`config.mk`:
```
export PLATFORM = sky130hd
export DESIGN_NAME = ahb_arbiter_flat
export DESIGN_NICKNAME = d
export VERILOG_FILES = /design/src/rtl/ahb_arbiter_if.sv /design/src/rtl/ahb_arbiter.sv /design/src/flat_wrapper.sv
export SDC_FILE = /design/constraint.sdc
export NUM_CORES = 1
export LEC_CHECK = 0
export ABC_AREA = 1
export BUFFER_PORTS_ARGS = -buffer_cell sky130_fd_sc_hd__buf_2
export CAP_MARGIN = 20
export CORE_AREA = 4 4 142 144
export CTS_CLUSTER_DIAMETER = 200
export CTS_CLUSTER_SIZE = 16
export DETAILED_ROUTE_END_ITERATION = 6
export DIE_AREA = 0 0 146 148
export SLEW_MARGIN = 20
export SYNTH_ARGS = -nofsm -noshare
export SYNTH_HDL_FRONTEND = slang
export SYNTH_SLANG_ARGS = --single-unit
```
`constraint.sdc`:
```
create_clock -name hclk -period 4.5 [get_ports hclk]
set_input_delay 0.45 -clock hclk [delete_from_list [all_inputs] [get_ports hclk]]
set_output_delay 0.45 -clock hclk [all_outputs]
set_load 0.1 [all_outputs]
```
`src/rtl/ahb_arbiter_if.sv`:
```
// Shared AHB-Lite arbitration bundle: per-master request/control/data in, muxed slave-side bus out.
// Latency: none of its own; it only carries wires.
// Backpressure: hready from the slave flows through here to the arbiter and the masters.
//
// Port summary:
//   hbusreq/hlock                  per-master request and lock
//   m_haddr/m_htrans/m_hsize/...   per-master address/control/write data, master i at [i*W +: W]
//   hready                         slave ready
//   hgrant/hmaster/hmastlock       arbitration result
//   haddr/htrans/hsize/hwrite/hwdata  muxed shared bus
// Modports:
//   master  - the arbiter's view; it drives the shared bus.
//   slave   - the environment's view; it drives requests and reads the result.
interface ahb_arbiter_if #(
    parameter int NM  = 4,
    parameter int MIW = 3,
    parameter int DW  = 32,
    parameter int AW  = 32
);
    logic [NM-1:0]    hbusreq;
    logic [NM-1:0]    hlock;
    logic [NM*AW-1:0] m_haddr;
    logic [NM*2-1:0]  m_htrans;
    logic [NM*3-1:0]  m_hsize;
    logic [NM-1:0]    m_hwrite;
    logic [NM*DW-1:0] m_hwdata;
    logic             hready;
    logic [NM-1:0]    hgrant;
    logic [MIW-1:0]   hmaster;
    logic             hmastlock;
    logic [AW-1:0]    haddr;
    logic [1:0]       htrans;
    logic [2:0]       hsize;
    logic             hwrite;
    logic [DW-1:0]    hwdata;

    modport master (
        input  hbusreq, hlock, m_haddr, m_htrans, m_hsize, m_hwrite, m_hwdata, hready,
        output hgrant, hmaster, hmastlock, haddr, htrans, hsize, hwrite, hwdata
    );

    modport slave (
        output hbusreq, hlock, m_haddr, m_htrans, m_hsize, m_hwrite, m_hwdata, hready,
        input  hgrant, hmaster, hmastlock, haddr, htrans, hsize, hwrite, hwdata
    );
endinterface

```
`src/rtl/ahb_arbiter.sv`:
```
// Round-robin AHB-Lite arbiter with lock, burst protection and per-owner hold limit.
// Latency: grant registered one hready edge ahead of address ownership; bus muxes are combinational.
// Backpressure: hready=0 freezes every register (grant, owners, lock, hold counter).
//
// Ports: hclk (rising edge), hreset (synchronous, active high), bus (ahb_arbiter_if.master).
// State: grant_idx -> addr_owner (hmaster) -> data_owner pipeline, lock_q (hmastlock), hold_cnt.
module ahb_arbiter #(
    parameter int NM      = 4,
    parameter int MIW     = 3,
    parameter int DW      = 32,
    parameter int AW      = 32,
    parameter int MAXHOLD = 16
) (
    input  logic          hclk,
    input  logic          hreset,
    ahb_arbiter_if.master bus
);
    // Per-master arrays are padded to 2**MIW entries so an MIW-bit index
    // addresses them exactly; the padding entries are tied to zero.
    localparam int NS = 2 ** MIW;
    localparam int CW = (MAXHOLD > 1) ? $clog2(MAXHOLD) : 1;
    localparam logic [CW-1:0] CNT_SAT = (MAXHOLD > 1) ? CW'(MAXHOLD - 1) : '0;

    localparam logic [1:0] IDLE = 2'b00;
    localparam logic [1:0] BUSY = 2'b01;
    localparam logic [1:0] SEQ  = 2'b11;

    logic [NS-1:0] req_v;
    logic [NS-1:0] lock_v;
    logic [NS-1:0] write_v;
    logic [AW-1:0] addr_a  [NS];
    logic [1:0]    trans_a [NS];
    logic [2:0]    size_a  [NS];
    logic [DW-1:0] wdata_a [NS];

    for (genvar g = 0; g < NS; g++) begin : g_unpack
        if (g < NM) begin : g_real
            assign req_v[g]   = bus.hbusreq[g];
            assign lock_v[g]  = bus.hlock[g];
            assign write_v[g] = bus.m_hwrite[g];
            assign addr_a[g]  = bus.m_haddr[g*AW +: AW];
            assign trans_a[g] = bus.m_htrans[g*2 +: 2];
            assign size_a[g]  = bus.m_hsize[g*3 +: 3];
            assign wdata_a[g] = bus.m_hwdata[g*DW +: DW];
        end else begin : g_pad
            assign req_v[g]   = 1'b0;
            assign lock_v[g]  = 1'b0;
            assign write_v[g] = 1'b0;
            assign addr_a[g]  = '0;
            assign trans_a[g] = IDLE;
            assign size_a[g]  = '0;
            assign wdata_a[g] = '0;
        end
    end

    logic [MIW-1:0] grant_idx, grant_nxt;
    logic [MIW-1:0] addr_owner;
    logic [MIW-1:0] data_owner;
    logic           lock_q, lock_nxt;
    logic [CW-1:0]  hold_cnt, cnt_nxt;

    // State register: everything advances only on hready-qualified edges.
    always_ff @(posedge hclk) begin
        if (hreset) begin
            grant_idx  <= '0;
            addr_owner <= '0;
            data_owner <= '0;
            lock_q     <= 1'b0;
            hold_cnt   <= '0;
        end else if (bus.hready) begin
            grant_idx  <= grant_nxt;
            addr_owner <= grant_idx;
            data_owner <= addr_owner;
            lock_q     <= lock_nxt;
            hold_cnt   <= cnt_nxt;
        end
    end

    // Next-state: decide whether the current owner keeps the bus, else round-robin.
    logic           cur_req;
    logic           hold;
    logic           under_limit;
    logic           found;
    logic           others_req;
    logic [MIW-1:0] cand;
    logic [NS-1:0]  gmask;

    always_comb begin
        grant_nxt   = '0;
        found       = 1'b0;
        cand        = grant_idx;
        gmask       = '0;
        gmask[grant_idx] = 1'b1;
        cur_req     = req_v[grant_idx];
        under_limit = (MAXHOLD == 0) || (int'(hold_cnt) < MAXHOLD - 1);
        // Lock and an in-flight burst (SEQ/BUSY) both override the hold limit.
        hold = cur_req && (lock_v[grant_idx] ||
                           trans_a[grant_idx] == SEQ ||
                           trans_a[grant_idx] == BUSY ||
                           under_limit);
        if (hold) begin
            grant_nxt = grant_idx;
        end else begin
            // Walk grant_idx+1 .. grant_idx (wrapping at NM-1); the current
            // owner is visited last so it only wins when it is alone.
            for (int i = 0; i < NM; i++) begin
                cand = (cand == MIW'(NM - 1)) ? '0 : cand + 1'b1;
                if (!found && req_v[cand]) begin
                    found     = 1'b1;
                    grant_nxt = cand;
                end
            end
        end

        others_req = |(req_v & ~gmask);
        if (grant_nxt != grant_idx || !others_req) begin
            cnt_nxt = '0;
        end else if (hold_cnt != CNT_SAT) begin
            cnt_nxt = hold_cnt + 1'b1;
        end else begin
            cnt_nxt = hold_cnt;
        end

        lock_nxt = lock_v[grant_idx] && (trans_a[grant_idx] != IDLE);
    end

    // Outputs: grant decode plus zero-latency bus muxes.
    for (genvar g = 0; g < NM; g++) begin : g_grant
        assign bus.hgrant[g] = (grant_idx == MIW'(g));
    end

    assign bus.hmaster   = addr_owner;
    assign bus.hmastlock = lock_q;
    assign bus.haddr     = addr_a[addr_owner];
    assign bus.htrans    = trans_a[addr_owner];
    assign bus.hsize     = size_a[addr_owner];
    assign bus.hwrite    = write_v[addr_owner];
    assign bus.hwdata    = wdata_a[data_owner];
endmodule

```
`src/flat_wrapper.sv`:
```
// flat-port wrapper written by rule: the top's interface ports become plain ports
module ahb_arbiter_flat 
#(
    parameter int NM      = 4,
    parameter int MIW     = 3,
    parameter int DW      = 32,
    parameter int AW      = 32,
    parameter int MAXHOLD = 16
)
  (hclk, hreset, bus_hbusreq, bus_hlock, bus_m_haddr, bus_m_htrans, bus_m_hsize, bus_m_hwrite, bus_m_hwdata, bus_hready, bus_hgrant, bus_hmaster, bus_hmastlock, bus_haddr, bus_htrans, bus_hsize, bus_hwrite, bus_hwdata);
  ahb_arbiter_if #(.NM(NM), .MIW(MIW), .DW(DW), .AW(AW)) bus_i ();
  input  logic hclk;
  input  logic hreset;
  input wire logic [$bits(bus_i.hbusreq)-1:0] bus_hbusreq;
  input wire logic [$bits(bus_i.hlock)-1:0] bus_hlock;
  input wire logic [$bits(bus_i.m_haddr)-1:0] bus_m_haddr;
  input wire logic [$bits(bus_i.m_htrans)-1:0] bus_m_htrans;
  input wire logic [$bits(bus_i.m_hsize)-1:0] bus_m_hsize;
  input wire logic [$bits(bus_i.m_hwrite)-1:0] bus_m_hwrite;
  input wire logic [$bits(bus_i.m_hwdata)-1:0] bus_m_hwdata;
  input wire logic [$bits(bus_i.hready)-1:0] bus_hready;
  output wire logic [$bits(bus_i.hgrant)-1:0] bus_hgrant;
  output wire logic [$bits(bus_i.hmaster)-1:0] bus_hmaster;
  output wire logic [$bits(bus_i.hmastlock)-1:0] bus_hmastlock;
  output wire logic [$bits(bus_i.haddr)-1:0] bus_haddr;
  output wire logic [$bits(bus_i.htrans)-1:0] bus_htrans;
  output wire logic [$bits(bus_i.hsize)-1:0] bus_hsize;
  output wire logic [$bits(bus_i.hwrite)-1:0] bus_hwrite;
  output wire logic [$bits(bus_i.hwdata)-1:0] bus_hwdata;
  assign bus_i.hbusreq = bus_hbusreq;
  assign bus_i.hlock = bus_hlock;
  assign bus_i.m_haddr = bus_m_haddr;
  assign bus_i.m_htrans = bus_m_htrans;
  assign bus_i.m_hsize = bus_m_hsize;
  assign bus_i.m_hwrite = bus_m_hwrite;
  assign bus_i.m_hwdata = bus_m_hwdata;
  assign bus_i.hready = bus_hready;
  assign bus_hgrant = bus_i.hgrant;
  assign bus_hmaster = bus_i.hmaster;
  assign bus_hmastlock = bus_i.hmastlock;
  assign bus_haddr = bus_i.haddr;
  assign bus_htrans = bus_i.htrans;
  assign bus_hsize = bus_i.hsize;
  assign bus_hwrite = bus_i.hwrite;
  assign bus_hwdata = bus_i.hwdata;
  ahb_arbiter #(.NM(NM), .MIW(MIW), .DW(DW), .AW(AW), .MAXHOLD(MAXHOLD)) u_core (.hclk(hclk), .hreset(hreset), .bus(bus_i));
endmodule
```
==> results.yml <==
placement:
  hpwl_um: 15700
  gp_congestion: 0.929
  post-place-ws_ns: 1.01
  dp.cells: 1300
  placement.io_buffers: 368
setup_path:
  critical-path-max-stage-delay_ns: 0.47
  path_max_fanout: 8
  critPathLaunchType: "flop"
  crit_top_cell: "nand2_1"
  cp_slowest_cell: "dfxtp_1"
  path_class: "reg2reg"
  crit_required_ns: 4.64
  end_kind: "flop"
  cp.arrival_ns: 3.66
final_layout:
  fillerInstances: 2201
  final_cell_mix: "buf_2, nor2_1, o21ai_0"
  multiInputGateArea_mm2: 0.00292
  diodes: 0
  nNetsFinal: 1370
  drive_above_1_share: 0.374
  finalNonFillerCells: 1303
  regArea_um2: 283
  layout_commonest_cell: "buf_2"
  syn2layout_area_growth_pct: 56.6
timing:
  hold_violations: 0
  slew-limit-headroom: 0.309
  skew_ns: 0.00178
  clock.fmax_mhz: 284
  tns_ns: 0
  period_share: 0.782
  rsz0062_at_grt: "no"
  slew_viol_final: 0
  timing.hold.ws_ns: 0.450
  period_minus_slack_ns: 3.52
  finalSetupViolations: 0
  worst_pin_slew_ns: 1.03
  setup_slack_ns: 0.979
clock_network:
  cts_root_buffer: "clkbuf_16"
  cts_hold_buf: 0
  cts-resized-gates: 0
  numCtsBuffers: 3
  htree_num_levels: 1
  clk_latency_ns: 0.24
  cts_sinks: 14
  cts_tree: "yes"
  cts_setup_buffers: 0
  clk_pin_slew_ns: 0.05
  clock_path_buffers: 2
power:
  power_density_mw_per_mm2: 422
  power.leakage_uw: 0.00307
  peakVddDrop_uv: 352
drt:
  routed_wl_um: 19800
  drt_iter0_markers: 429
  wl_per_cell_um: 15.2
  viasPerCell: 4.58
  antenna_left: 0
  drt-pass1-iter-count: 5
  drc_errors: 0
  num_vias: 5973
synthesis:
  synth-edff-count: 0
  synth.avg_cell_area_um2: 4.82
  synth_seq_cells: 14
  async_flop_share: 0
  synth_cell_types: 32
  mappedNetlistArea_mm2: 0.00360
  ys_seq_area_frac: 0.0779
  synth_nets: 1046
  yosys_warnings: 0
  ys.flop_type: "dfxtp_1"
  syn_inst: 747
grt:
  grt_pass1_wl_um: 29600
  grt_max_degree: 78
  first_global_vias: 5417
  grt.overflow.total: 0
  grtUsageTotal: 0.164
  antenna_found_initial: 0
run_status:
  status: "completed"
floorplan:
  dieHeight_um: 148
  io_pins: 369
  core_mm2: 0.0187
  rows: 50
  die_x_um: 146
  start_util: 0.192
  die-area_mm2: 0.0216
run:
  maxCapViolations: 0
worst_hold_path:
  hold_path.class: "in2reg"
metal layers:
metal / track usage / up-vias / share of wire
met5: 0 / - / 0
li1: - / 3090 / -
met3: 0.0221 / 26 / 0.060
met2: 0.287 / 222 / 0.49
met1: 0.221 / 2635 / 0.43
met4: 0.0235 / 0 / 0.016
through the flow:
stage                     instance area (um2)  power [uW]   util
after global placement                   5560        2190  0.297
after floorplan                          3600        1800      -
after CTS                                5640        2380  0.301
after detailed placement                 5560        2210  0.297
final                                    5640        2380  0.301
after global routing                     5640        2570  0.301
logic make-up after synthesis:
kind of cell | synth area share
AOI/OAI and AO/OA | 0.342
xor gates and xnor gates | 0.00487
adders and majority gates | 0.0278
buffers and inverters | 0.110
and+or+nand+nor | 0.437
DFF | 0.0779
area by class of cell:
class | instances | area share
Inverter | 39 | 0.0273
Sequential cell | 14 | 0.0502
Timing Repair Buffer | 377 | 0.339
Clock buffer | 3 | 0.0133
Tap cell | 234 | 0.0520
Multi-Input combinational cell | 636 | 0.518
synth_stat cells, types with 3 or more instances:
cell type / number / share of area
nand2_1: 43 / 0.045
o21ai_0: 148 / 0.21
nand3_1: 26 / 0.036
nor2_1: 294 / 0.31
a221oi_1: 3 / 0.0073
a21oi_1: 84 / 0.12
inv_1: 34 / 0.035
dfxtp_1: 14 / 0.078
inv_2: 3 / 0.0031
nand2_2: 5 / 0.0087
clkbuf_1: 47 / 0.049
buf_1: 8 / 0.0083
ha_1: 8 / 0.028
power breakdown:
part | internal [uW] | leakage (uW) | switching, uW
combinational | 500 | 0.00291 | 1540
sequential | 145 | 0.000116 | 26.5
clock | 116 | 0.0000370 | 50.3
critical path: cells and delay by family (launching register included):
kind | cells | cell delay (ns)
buf+inv | 4 | 0.23
flops | 1 | 0.47
fa+ha+maj | 4 | 1.17
compound gates | 3 | 0.47
simple gates | 14 | 1.06
registers in the layout (all words and copies together) (netlist names):
name and count:
u_core.bus.hmastlock 1, u_core.grant_idx 3, u_core.bus.hmaster 3, u_core.data_owner 3
u_core.hold_cnt 4
final timing paths:
check | from | endpoint | slack [ns] | depth (start not counted)
max | u_core.grant_idx[1]$_SDFFE_PP0P_ | u_core.hold_cnt[3]$_SDFFE_PP0P_ | 0.98 | 25
min | hreset | u_core.bus.hmastlock$_SDFFE_PP0P_ | 0.45 | 2
max reg2reg | u_core.grant_idx[1]$_SDFFE_PP0P_ | u_core.hold_cnt[3]$_SDFFE_PP0P_ | 0.98 | 25
min reg2reg | u_core.bus.hmastlock$_SDFFE_PP0P_ | u_core.bus.hmastlock$_SDFFE_PP0P_ | 0.47 | 2
Power figures use the tool's default switching activity.
